$ cat src/rtl/fetch_unit.sv
// Instruction fetch: one-outstanding-request memory front end feeding a small
// in-order instruction queue, with redirect (flush) and halt handling.

module fetch_q_slot #(
  parameter int W = 64
) (
  input  logic         clock,
  input  logic         reset_n,
  input  logic         en,
  input  logic [W-1:0] d,
  output logic [W-1:0] q
);
  always_ff @(posedge clock or negedge reset_n) begin
    if (!reset_n)  q <= '0;
    else if (en)   q <= d;
  end
endmodule

module fetch_unit #(
  parameter logic [31:0] RESET_PC = 32'h0000_0000,
  parameter int          DEPTH    = 2
) (
  input  logic        clock,
  input  logic        reset_n,
  input  logic        ctrlFetch,
  input  logic [31:0] newPC,
  input  logic        halt,
  output logic        mem_req,
  output logic [31:0] mem_addr,
  input  logic        mem_gnt,
  input  logic        mem_rvalid,
  input  logic [31:0] mem_rdata,
  output logic        instr_valid,
  output logic [31:0] instr,
  output logic [31:0] instr_pc,
  input  logic        instr_ready,
  output logic [31:0] pc,
  output logic        flush
);
  localparam int             CW      = $clog2(DEPTH + 1);
  localparam logic [CW-1:0]  DEPTH_C = CW'(DEPTH);

  typedef struct packed {
    logic [31:0] instr;
    logic [31:0] addr;
  } q_entry_t;

  typedef enum logic [1:0] {IDLE, WAIT, DROP} state_t;

  state_t                  state, state_nxt;
  logic [31:0]             shadow_addr;
  logic [CW-1:0]           count, wr_idx;
  logic                    push, pop, grant;
  q_entry_t                push_ent;
  q_entry_t [DEPTH-1:0]    slot_q, slot_d;
  logic     [DEPTH-1:0]    slot_en;
  logic                    unused_newpc_lsb;

  assign unused_newpc_lsb = ^newPC[1:0];

  // Queue count never includes the outstanding request: requests only issue
  // from IDLE, so count < DEPTH there leaves room for the response.
  assign mem_req     = reset_n && (state == IDLE) && !halt && !ctrlFetch && (count < DEPTH_C);
  assign mem_addr    = pc;
  assign grant       = mem_req && mem_gnt;
  assign instr_valid = (count != '0) && !halt;
  assign pop         = instr_valid && instr_ready;
  assign push        = (state == WAIT) && mem_rvalid && !ctrlFetch;
  assign push_ent    = '{instr: mem_rdata, addr: shadow_addr};
  assign wr_idx      = pop ? count - 1'b1 : count;
  assign instr       = slot_q[0].instr;
  assign instr_pc    = slot_q[0].addr;

  // Shift queue: head lives in slot 0, a pop moves every slot down by one.
  for (genvar i = 0; i < DEPTH; i++) begin : g_slot
    logic hit;
    assign hit        = push && (wr_idx == CW'(i));
    assign slot_en[i] = !ctrlFetch && (pop || hit);
    if (i < DEPTH - 1) begin : g_mid
      assign slot_d[i] = hit ? push_ent : slot_q[i+1];
    end else begin : g_last
      assign slot_d[i] = hit ? push_ent : slot_q[i];
    end
    fetch_q_slot #(.W($bits(q_entry_t))) u_slot (
      .clock   (clock),
      .reset_n (reset_n),
      .en      (slot_en[i]),
      .d       (slot_d[i]),
      .q       (slot_q[i])
    );
  end

  always_ff @(posedge clock or negedge reset_n) begin
    if (!reset_n) begin
      count <= '0;
    end else if (ctrlFetch) begin
      count <= '0;
    end else begin
      case ({push, pop})
        2'b10:   count <= count + 1'b1;
        2'b01:   count <= count - 1'b1;
        default: count <= count;
      endcase
    end
  end

  always_comb begin
    state_nxt = state;
    case (state)
      IDLE: if (grant) state_nxt = WAIT;
      WAIT: begin
        if (mem_rvalid)     state_nxt = IDLE;
        else if (ctrlFetch) state_nxt = DROP;
      end
      DROP: if (mem_rvalid) state_nxt = IDLE;
      default: state_nxt = IDLE;
    endcase
  end

  always_ff @(posedge clock or negedge reset_n) begin
    if (!reset_n) begin
      state       <= IDLE;
      pc          <= RESET_PC;
      shadow_addr <= '0;
      flush       <= 1'b0;
    end else begin
      state <= state_nxt;
      flush <= ctrlFetch;
      if (grant) shadow_addr <= pc;
      if (ctrlFetch)  pc <= {newPC[31:2], 2'b00};
      else if (grant) pc <= pc + 32'd4;
    end
  end
endmodule

$ cat config.mk
export PLATFORM = sky130hd
export DESIGN_NAME = fetch_unit
export DESIGN_NICKNAME = d
export VERILOG_FILES = /design/src/rtl/fetch_unit.sv
export SDC_FILE = /design/constraint.sdc
export NUM_CORES = 1
export LEC_CHECK = 0
export ABC_AREA = 1
export BUFFER_PORTS_ARGS = -buffer_cell sky130_fd_sc_hd__buf_2
export CAP_MARGIN = 10
export CORE_MARGIN = 2
export CORE_UTILIZATION = 43
export DETAILED_ROUTE_END_ITERATION = 8
export PLACE_DENSITY = 0.65
export SETUP_SLACK_MARGIN = 0.1
export SLEW_MARGIN = 25
export SYNTH_ARGS = -nofsm -noshare
export SYNTH_HDL_FRONTEND = slang
export SYNTH_SLANG_ARGS = --single-unit
export TNS_END_PERCENT = 100
$ cat constraint.sdc
create_clock -name clock -period 3.3 [get_ports clock]
set_input_delay 0.495 -clock clock [delete_from_list [all_inputs] [get_ports clock]]
set_output_delay 0.495 -clock clock [all_outputs]
set_load 0.02 [all_outputs]
Yosys cells after proc, flatten, opt, wreduce, memory -nomap -nowiden --
Cells that the tools add are included.
Cells by class: divide/modulo/power cells 0, add/sub/neg operators 3, order comparisons 1, eq/ne operators 8, reductions and logical operators 24, multiply operators 0, multiplexer cells 11, bitwise logic cells 0, shift operators 0
Operators with widths (count):
- $mux W32 | 2
- $mux W64 | 1
- $add A32 B3 Y32 const B | 1
- $logic_and A1 B1 Y1 | 13
- $mux W2 | 6
- $eq A2 B1 Y1 const B | 3
- $pmux W2 S3 | 1
- $eq A2 B2 Y1 const B | 2
- $logic_not A2 Y1 | 2
- $ne A2 B2 Y1 const B | 2
- $pmux W2 S2 | 1
- $reduce_bool A2 Y1 | 2
- $ne A3 B3 Y1 const B | 1
- $reduce_and A3 Y1 | 1
- $reduce_bool A3 Y1 | 1
- $add A2 B1 Y2 const B | 1
- $logic_not A1 Y1 | 2
- $logic_or A1 B1 Y1 | 2
- $lt A2 B2 Y1 const B | 1
- $reduce_and A2 Y1 | 1
- $sub A2 B1 Y2 const B | 1
Storage, ports and cells: bits in registers 197, bits in latches 0, memory bits (writable) 0, output and inout port bits 131, memories kept 0, input bits 71, word-level logic and storage cells 54, memory bits (read-only) 0

Depth between registers and ports, before layout --
Gate-level depths: netlist of the first run.
word-level depth 9, depth in mapped cells 13, mapped depth without buffers 12

Modules after synthesis --
A second synthesis of the first run with hierarchy kept.
Second synthesis, totals: cell total of the unflattened synthesis 1423, area, all modules 10316.1 um^2
Modules (own cells, without submodules):
- fetch_unit | instances 1, sequential area each 1626.6 um^2, area an instance 5424.0 um^2, cells each 883
- fetch_q_slot | instances 2, sequential area each 1601.5 um^2, area an instance 2446.1 um^2, cells each 270

Worst setup path after synthesis of the first run --
Ideal clock, no wire load.
path kind flip-flop to flip-flop, start reg count[0], end reg g_slot[0].u_slot.q[32], period minus slack after synthesis 2256 ps, data arrival time 2140 ps, setup time 116 ps, data required time 3184 ps, buffers on the path 1, stages on the path, launching flop included 12, slack 1044 ps, cells stage by stage dfrtp_1 -> inv_1 -> ha_1 -> nor2_2 -> nand2_2 -> xor2_2 -> nand2_2 -> nand2_1 -> nand2_1 -> clkbuf_1 -> nand2_1 -> nand2_1
Between the ends: cells in the longest elaborated chain, start to end 8, elaborated cells between the ends (all ways) 10, classes of those cells add/sub (1); mux (2); reduce/logical (7)
Ends and longest elaborated chain:
- start: declaration | line 52 | logic [CW-1:0] count, wr_idx;
- start signal: assignment | line 100 | 2'b10: count <= count + 1'b1;
- start signal: assignment | line 101 | 2'b01: count <= count - 1'b1;
- start signal: assignment | line 102 | default: count <= count;
- $reduce_bool A2 Y1 * | line 66 | assign instr_valid = (count != '0) && !halt;
- $logic_and A1 B1 Y1 * | line 66
- named net instr_valid | line 33 | output logic instr_valid,
- $logic_and A1 B1 Y1 * | line 67 | assign pop = instr_valid && instr_ready;
- $mux W2 | line 70 | assign wr_idx = pop ? count - 1'b1 : count;
- $logic_not A2 Y1 | line 77 | assign hit = push && (wr_idx == CW'(i));
- $logic_and A1 B1 Y1 | line 77
- $logic_or A1 B1 Y1 | line 78 | assign slot_en[i] = !ctrlFetch && (pop || hit);
- $logic_and A1 B1 Y1 | line 78
- end signal: assignment | line 14 | if (!reset_n) q <= '0;
- end signal: assignment | line 15 | else if (en) q <= d;
- end: declaration | line 11 | output logic [W-1:0] q
Mark *: on every way through the listed nets, which the timed path passes. The rest lies on a longest branch. A chain may end at the register's enable or synchronous reset.

Worst setup path in the final report of the first run --
start reg count[0], end reg g_slot[1].u_slot.q[27]
Between the ends: cells in the longest elaborated chain, start to end 9, elaborated cells between the ends (all ways) 10, classes of those cells add/sub (1); eq/ne (1); mux (1); reduce/logical (7)
Ends and longest elaborated chain (line):
- branches (longest 8 deep; another with $sub A2 B1 Y2)
- $reduce_and A2 Y1 (no source line) *
- end signal: assignment | 14
- end signal: assignment | 15
- end: declaration | 11
Mark *: on every way between the ends.

==> run summary, run 1 <==
Inserted Clock Buffers: 17
min-delay worst type: input pin to flop
PwrDens: 647.1 mW/mm2
Cell variety after synth: 30
pin count of the biggest net entering global routing: 118
vias per cell: 4.966
slowest stage cell, crit path: dfrtp_1
clock power share: 27.5%
chip width: 151.3 um
Sink Count: 189
Setup Skew: 9.072 ps
CP Class: flop to flop
utilization after layout: 51.32%
Peak supply drop: 0.0003449 V
first-pass GRT wire length: 39,390 um
crit path to: g_slot[1].u_slot.q[27]
Final nets: 1,448
post_cts resized: 0
DP Wirelength: 15,590 um
GR Util met2: 34.05%
met3 usage: 3.434%
fin crit period: 2546 ps
CP Cell Sequence: inv_1 > ha_1 > nor2_2 > nand2_2 > nand2_1 > nand2_1 > nor2_4 > buf_12 > nand2_2 > buf_4 > nand2_1 > o21ai_0
Non-Filler Instances: 1,663
Crit path largest cell delay: 450 ps
element type at the critical path start: flop
I/O pin count: 202
sw power: 2.552 mW
crit path max fanout: 117
Worst-Margin Slew: 778.5 ps
switching portion of total power: 36.32%
placed cells: 1,630
drt first pass iters: 5
vias in the first global route: 7,664
reg2reg end: g_slot[1].u_slot.q[27]
fraction of layout cells with a size suffix above 1: 18.16%
Crit path top cell by count: nand2_1
Final period util: 77.14%
cell area after synthesis: 0.009325 mm2
CP Data Required Time: 3590 ps
sequential area share after synthesis: 50.72%
Layout area overhead: 16.41%
initial core utilization: 44.08%
synthesized flop and latch total: 189
RSZ-0062 raised after global routing: no
register area: 0.004730 mm2
crit path DAT: 2830 ps
DRC: 0
area of the die: 0.02288 mm2
Die Y: 151.3 um
leak pwr: 6.164 nW
diode count: 0
r2r worst-path depth: 12
multi-input logic area: 0.003861 mm2
status: finished clean
fmax: 392.8 MHz
max_slew headroom: 48.10%
Hold Fails Final Rpt: 0
DR iter-0 viols: 451
CP endpoint kind: flop
fill count: 2,102
Max Slew Vio Count: 0
H-tree Lvls: 4
DRT antenna net count: 0
RePlAce Congestion: 0.8508
grt peak-use layer: met2
clock-pin slew of the registers on the worst-case setup and hold paths: 70 ps
syn_area_per_cell: 7.514 um2
Cell Rows: 53
initial antenna violation count: 0
DR vias: 8,258
gr ovfl total: 0
drt wl/cell: 14.50 um
GRT Total Usage: 21.77%
clock root buffer: clkbuf_16
P_int: 4.473 mW
Skew-Pair Late Insertion Delay: 430 ps
FF-to-FF setup slack: 750 ps
setup TNS: 0 ps
endpoints failing setup: 0
Post-Route WL: 24,110 um
Max-cap violations: 0
Comb pwr share: 26.3%
met1 usage: 31.20%
total core area: 0.02115 mm2
Port Buffer Count: 193
sequential power share: 46.3%
Max Root-Sink Buffers: 2
Mapped Cells: 1,241
RR Startpoint: count[0]
YS warnings: 0
Critical Path Start: count[0]
CTS tree: done
==> how the worst min path moves through the flow <==
stage	startpoint	end	slack, ps	depth (start not counted)
floorplan	reset_n	count[0]	200	0
global placement	reset_n	g_slot[0].u_slot.q[52]	340	1
detailed placement	reset_n	g_slot[0].u_slot.q[52]	340	1
CTS	newPC[17]	mem_addr[17]	250	3
global route	newPC[17]	mem_addr[17]	270	3
finish	newPC[15]	mem_addr[15]	280	3
==> cells in the mapped netlist (all sizes together) <==
| cell type | number | share of area [%] |
|---|---|---|
| o31ai | 1 | 0.081 |
| nor2 | 42 | 1.8 |
| nand4 | 10 | 0.67 |
| nor3 | 8 | 0.43 |
| dfrtp | 189 | 51 |
| o22ai | 1 | 0.067 |
| o211ai | 11 | 0.89 |
| conb | 1 | 0.040 |
| nand3b | 8 | 0.64 |
| xor2 | 8 | 0.83 |
| xnor2 | 1 | 0.094 |
| ha | 2 | 0.27 |
| clkinv | 1 | 0.040 |
| buf | 58 | 4.0 |
| and2 | 1 | 0.067 |
| o21ai | 44 | 2.4 |
| nand3 | 166 | 8.9 |
| a21oi | 9 | 0.60 |
| nor2b | 1 | 0.067 |
| clkbuf | 43 | 1.7 |
| nand2 | 574 | 23 |
| inv | 62 | 2.5 |
==> routing by layer <==
| layer | wire, um | vias to the layer above | share of wire, % |
|---|---|---|---|
| met4 | 339 | 0 | 1.4 |
| met1 | 11420 | 3790 | 47 |
| li1 | - | 4152 | - |
| met5 | 0 | - | 0 |
| met3 | 1595 | 26 | 6.6 |
| met2 | 10760 | 290 | 45 |
==> cell usage in the layout (no fill, tap or decap), types with 10 or more instances in the layout <==
master and count:
nand2_1 570, buf_2 192, dfrtp_1 189, nand3_1 165, inv_1 60, o21ai_0 44, nor2_1 40, clkbuf_16 17
buf_4 14, o211ai_1 11, nand4_1 10
==> flip-flops by register name (all words and copies together) (netlist names) <==
name and count:
shadow_addr 30, flush 1, count 2, mem_addr 30
state 2, g_slot.u_slot.q 124
==> stage by stage <==
step                setup WS (ps)  instance area [um2]  hold WS (ps)  power, mW
floorplan                    1044                 9344         199.4      4.501
global placement            784.2                10300         342.9      5.100
detailed placement          735.1                10300         344.2      5.149
CTS                         721.3                10850         254.1      7.101
global route                465.9                10860         271.0      7.498
finish                      754.4                10860         275.5      7.025
==> critical path, delay by kind of cell, from the launching register on <==
kind | cells | cell delay [ps]
simple gates | 7 | 820
flops | 1 | 450
fa+ha+maj | 1 | 210
buf+inv | 3 | 830
compound gates | 1 | 80
==> cells by family (layout without fill, tap and decap cells) <==
logic type	Yosys count	in the layout	synth area share, %
AND/OR/NAND/NOR	810	810	35.74
flip-flops	189	189	50.72
other	1	6	0.04021
XOR/XNOR	9	9	0.9259
buffers and inverters	164	306	8.305
adder cells (fa/ha/maj)	2	2	0.2683
AO/OA/AOI/OAI	66	66	3.999
==> power groups by stage <==
| stage | sequential [mW] | clock, mW | combinational [mW] |
|---|---|---|---|
| final | 3.25 | 1.93 | 1.85 |
| after global routing | 3.33 | 2.07 | 2.10 |
| after CTS | 3.25 | 1.99 | 1.87 |
| after detailed placement | 3.29 | 0 | 1.86 |
| after global placement | 3.27 | 0 | 1.83 |
| after floorplan | 3.47 | 0 | 1.03 |
==> repair_timing <==
item,CTS,global route
hold buffers,1,0
buffers inserted,0,0
hold endpoints to repair,7,0
==> cell type report <==
| class | instances | area share [%] |
|---|---|---|
| clock inverters | 12 | 0.7953 |
| inverters | 63 | 2.178 |
| well taps | 275 | 3.170 |
| multi-input cells | 893 | 35.57 |
| clock buffers | 20 | 4.207 |
| flip-flops and latches | 189 | 43.57 |
| repair buffers | 211 | 10.51 |
Power figures use the tool's default switching activity.
==> run 2, diff against run 1 <==
Clock period 3.3 ns to 2.63 ns, I/O delays scaled along.
==> run summary, run 2 (synthesized netlist as in run 1, its figures left out) <==
drt first pass iters: 5
endpoints failing setup: 0
pin count of the biggest net entering global routing: 100
diode count: 0
FF-to-FF setup slack: 300 ps
CP Data Required Time: 2920 ps
clock power share: 27.9%
RePlAce Congestion: 0.8252
leak pwr: 6.211 nW
sw power: 3.157 mW
H-tree Lvls: 4
Worst-Margin Slew: 732.5 ps
Post-Route WL: 24,030 um
setup TNS: 0 ps
Max Slew Vio Count: 0
Comb pwr share: 26.2%
area of the die: 0.02288 mm2
clock root buffer: clkbuf_16
RR Startpoint: count[0]
drt wl/cell: 14.42 um
min-delay worst type: input pin to asynchronous set/reset pin
buffer count from post-CTS setup fixing: 0
Final period util: 88.51%
Cell Rows: 53
switching portion of total power: 35.41%
fmax: 429.6 MHz
DR iter-0 viols: 637
max_slew headroom: 51.17%
element type at the critical path start: flop
r2r worst-path depth: 12
initial antenna violation count: 0
Inserted Clock Buffers: 17
crit path max fanout: 68
Die Y: 151.3 um
GRT Total Usage: 21.30%
most frequent cells in the layout: nand2_1, buf_2, dfrtp_1
Max Root-Sink Buffers: 2
chip width: 151.3 um
Hold Fails Final Rpt: 0
DP Wirelength: 15,830 um
vias in the first global route: 7,328
PwrDens: 814.2 mW/mm2
DRC: 0
Final nets: 1,451
CP Class: flop to flop
Skew-Pair Late Insertion Delay: 420 ps
P_int: 5.758 mW
initial core utilization: 44.08%
Layout area overhead: 17.42%
worst hold slack: 100.3 ps
max reg flops: 124
Largest Register: g_slot.u_slot.q
reg2reg end: g_slot[1].u_slot.q[7]
gr ovfl total: 0
crit path DAT: 2620 ps
Sink Count: 189
RSZ-0062 raised after global routing: yes
I/O pin count: 202
fraction of layout cells with a size suffix above 1: 18.19%
vias per cell: 4.942
total core area: 0.02115 mm2
CP endpoint kind: flop
sequential power share: 45.9%
first-pass GRT wire length: 38,420 um
Setup Skew: 10.92 ps
Pwr Total: 8.915 mW
cts hold-fix bufs: 0
Max-cap violations: 0
Port Buffer Count: 193
most common library cell in the layout ignoring fill and taps: nand2_1
clock-pin slew of the registers on the worst-case setup and hold paths: 70 ps
post_cts resized: 0
CTS tree: done
Peak supply drop: 0.0004337 V
status: finished clean
DRT antenna net count: 0
fin crit period: 2328 ps
DR vias: 8,233
fill count: 2,079
==> run 2: cell types whose count changed in the layout (fill, tap and decap cells not counted), sizes merged <==
cell | before | now
clkinvlp | 3 | 2
buf | 209 | 213
dlygate4sd3 | 1 | 0
clkbuf | 21 | 25
inv | 66 | 62
bufinv | 0 | 1
==> run 2: per-stage QoR <==
step | util [%] | cell area (um2) | worst slack, ps | cells
after floorplan | - | 9344 | 373.8 | 1246
after global placement | 49.06 | 10380 | 326.3 | 1634
after detailed placement | 49.06 | 10380 | 243.3 | 1634
after CTS | 51.74 | 10950 | 217.8 | 1666
after global routing | 51.76 | 10950 | 88.28 | 1666
final | 51.76 | 10950 | 302.1 | 1666
==> run 2: how the worst max path moves through the flow <==
stage / start / end / slack, ps / cells after the start
2_1_floorplan: count[0] / g_slot[0].u_slot.q[32] / 370 / 11
3_3_place_gp: count[0] / g_slot[0].u_slot.q[51] / 330 / 11
3_5_place_dp: count[0] / g_slot[0].u_slot.q[3] / 240 / 11
4_1_cts: count[0] / g_slot[0].u_slot.q[3] / 220 / 11
5_1_grt: count[0] / g_slot[0].u_slot.q[20] / 90 / 12
6_report: count[0] / g_slot[1].u_slot.q[7] / 300 / 12
==> run 2: layer usage <==
layer | up-vias | GRT usage (%) | share of wire [%] | routed length, um
met4 | 0 | 5.234 | 1.1 | 274
met1 | 3766 | 31.98 | 48 | 11580
met3 | 20 | 3.554 | 6.3 | 1505
met5 | - | 0 | 0 | 0
met2 | 287 | 32.04 | 44 | 10670
li1 | 4160 | - | - | -
==> run 2: layout make-up <==
class | instances | area [um2] | area share (%)
clock inverters | 8 | 85.08 | 0.7771
repair buffers | 214 | 1211 | 11.06
multi-input cells | 893 | 3861 | 35.26
well taps | 275 | 344.1 | 3.142
flip-flops and latches | 189 | 4730 | 43.19
inverters | 63 | 236.5 | 2.160
clock buffers | 24 | 481.7 | 4.399
==> run 2: power groups by stage <==
stage,Combinational [mW],Clock (mW),Sequential [mW]
global placement,2.31,0,4.11
global route,2.63,2.69,4.19
CTS,2.36,2.55,4.09
finish,2.33,2.48,4.10
detailed placement,2.35,0,4.14
floorplan,1.29,0,4.36
==> run 2: critical path: stages (launching register included) <==
cell	delay, ps
dfrtp_1	440
inv_1	100
ha_1	210
nor2_2	150
nand2_2	160
nand2_1	90
nand2_1	80
nor2_4	150
buf_12	270
nand2_2	120
buf_12	200
nand2_1	80
o21ai_0	80
==> run 3, diff against run 2 <==
Settings changed: ABC_AREA 1 to 0, PLACE_DENSITY 0.65 to 0.66.
==> run summary, run 3 <==
DRT antenna net count: 0
cell taking the most area after synthesis: dfrtp_1
Max Slew Vio Count: 0
Inserted Clock Buffers: 17
DR iter-0 viols: 706
Worst-Margin Slew: 932.6 ps
GRT Total Usage: 24.09%
RSZ-0062 raised after global routing: no
max reg flops: 124
most instantiated cells after synthesis: dfrtp_1, nand2_1, o21ai_0, clkbuf_1
YS warnings: 0
Post-Route WL: 26,640 um
first-pass GRT wire length: 41,870 um
crit path max fanout: 10
slowest stage cell, crit path: dlygate4sd3_1
asr flop ratio synth: 100.0%
Layout area overhead: 19.99%
pin count of the biggest net entering global routing: 72
CTS tree: done
DRC: 0
chip width: 149.3 um
Setup Skew: 9.219 ps
CP Cell Sequence: dlygate4sd3_1 > clkbuf_8 > or4b_4 > buf_4 > nor2_1 > buf_2
syn_area_per_cell: 10.60 um2
Cell Rows: 53
cell area after synthesis: 0.009080 mm2
most common library cell in the layout ignoring fill and taps: buf_2
vias in the first global route: 7,431
CP endpoint kind: primary output
initial antenna violation count: 1
post-synth top area share: 52.09%
RePlAce Congestion: 0.8742
Max-cap violations: 0
Sink Count: 189
Buf/Inv on CP: 4
Final period util: 93.48%
area of the die: 0.02230 mm2
clock-pin slew of the registers on the worst-case setup and hold paths: 70 ps
fmax: 406.7 MHz
fraction of layout cells with a size suffix above 1: 33.43%
register area: 0.004730 mm2
EDFF count, synth: 0
leak pwr: 5.051 nW
Crit path largest cell delay: 550 ps
Cell variety after synth: 60
Max Root-Sink Buffers: 2
PwrDens: 796.8 mW/mm2
vias per cell: 5.979
CP Class: input pin to primary output
worst hold slack: 168.5 ps
gr ovfl total: 0
min-delay worst type: input pin to flop
synthesized flop and latch total: 189
I/O pin count: 202
sequential area share after synthesis: 52.09%
fill count: 1,930
total core area: 0.02089 mm2
Mapped Cells: 857
setup TNS: 0 ps
CP Data Required Time: 2240 ps
most numerous cell in the Yosys netlist: dfrtp_1
drt wl/cell: 20.55 um
multi-input logic area: 0.003851 mm2
CP delay by family, top: buffers and inverters
endpoints failing setup: 0
initial core utilization: 43.47%
element type at the critical path start: input pin
DR vias: 7,749
H-tree Lvls: 4
Hold Fails Final Rpt: 0
crit path DAT: 2060 ps
Peak supply drop: 0.0003596 V
drt first pass iters: 6
prevailing post-synth register cell: dfrtp_1
Final nets: 1,080
Port Buffer Count: 193
top post-synthesis cells by area: dfrtp_1, mux2_2, a2bb2oi_1
status: finished clean
fin crit period: 2459 ps
clock root buffer: clkbuf_16
Skew-Pair Late Insertion Delay: 440 ps
DP Wirelength: 17,470 um
max_slew headroom: 37.83%
Largest Register: g_slot.u_slot.q
Die Y: 149.3 um
most frequent cells in the layout: buf_2, dfrtp_1, nand2_1
run 3: cell count changes after synthesis, moves of 18 or more:
cell	delta
inv_1	-48
o21ai_0	+38
nand2_1	-460
nand3_1	-146
a2bb2oi_1	+62
clkbuf_1	+21
mux2_2	+62
buf_2	-18
a311oi_1	+62
nor2_1	-26
run 3: worst paths after layout:
check                      cells past startpoint       startpoint                      to  slack (ps)
max                                            6          reset_n                 mem_req         170
min                                            3         newPC[2]             mem_addr[2]         170
max reg2reg                                    7         count[0]   g_slot[0].u_slot.q[2]         270
min reg2reg                                    2  shadow_addr[26]         shadow_addr[26]         490
max in group asynchronous                      4          reset_n  g_slot[1].u_slot.q[16]         740
min in group asynchronous                      3          reset_n   g_slot[0].u_slot.q[3]         520
run 3: cell type report:
cell class	count	share of cell area (%)
well taps	275	3.158
repair buffers	234	12.54
diodes	1	0.02297
inverters	12	0.4134
clock inverters	14	1.171
clock buffers	18	3.939
flip-flops and latches	189	43.41
multi-input cells	553	35.35
run 3: worst reg2reg max path: stages, from the launching register on:
cell and delay (ps):
dfrtp_1 430, inv_1 100, ha_1 250, or3b_2 530
a22o_2 280, buf_4 230, a311oi_1 320, a2bb2oi_1 100
run 3: what timing repair did:
item / 4_1_cts / 5_1_grt
endpoints found under the hold margin: 17 / 0
setup buffers: 0 / 1
hold buffers: 1 / 0
endpoints found under the setup margin: 1 / 1
gates resized for setup: 1 / 0
run 3: power breakdown:
group | total [mW] | internal [mW] | switching (mW)
registers | 3.98 | 3.51 | 0.468
logic | 2.23 | 0.871 | 1.36
clock network | 2.47 | 1.25 | 1.22
total | 8.68 | 5.63 | 3.05
run 3: logic make-up (layout without fill, tap and decap cells):
family | after synthesis | after routing | synth area share (%)
compound gates | 261 | 261 | 21.23
xor+xnor | 2 | 2 | 0.1930
fa+ha+maj | 2 | 2 | 0.2756
buf+inv | 120 | 278 | 6.476
flops | 189 | 189 | 52.09
mux | 62 | 62 | 7.689
other cells | 1 | 7 | 0.04130
simple gates | 220 | 220 | 12.00
run 3: per-stage QoR:
step	total power, mW	instances	utilization, %	setup slack [ps]	cell area [um2]
final	8.681	1296	52.16	171.4	10900
after global routing	9.094	1296	52.16	110.6	10900
after CTS	8.739	1294	52.11	155.9	10890
after detailed placement	6.262	1261	49.38	145.7	10310
after global placement	6.223	1261	49.38	221.4	10310
after floorplan	5.348	862	-	327.6	9099
run 3: per-layer routing:
metal	global-route usage (%)	vias to the layer above	share of wire [%]	routed length (um)
li1	-	3507	-	-
met3	4.098	27	5.6	1502
met1	33.62	3953	44	11760
met5	0	-	0	0
met2	39.01	262	49	13030
met4	6.619	0	1.3	348
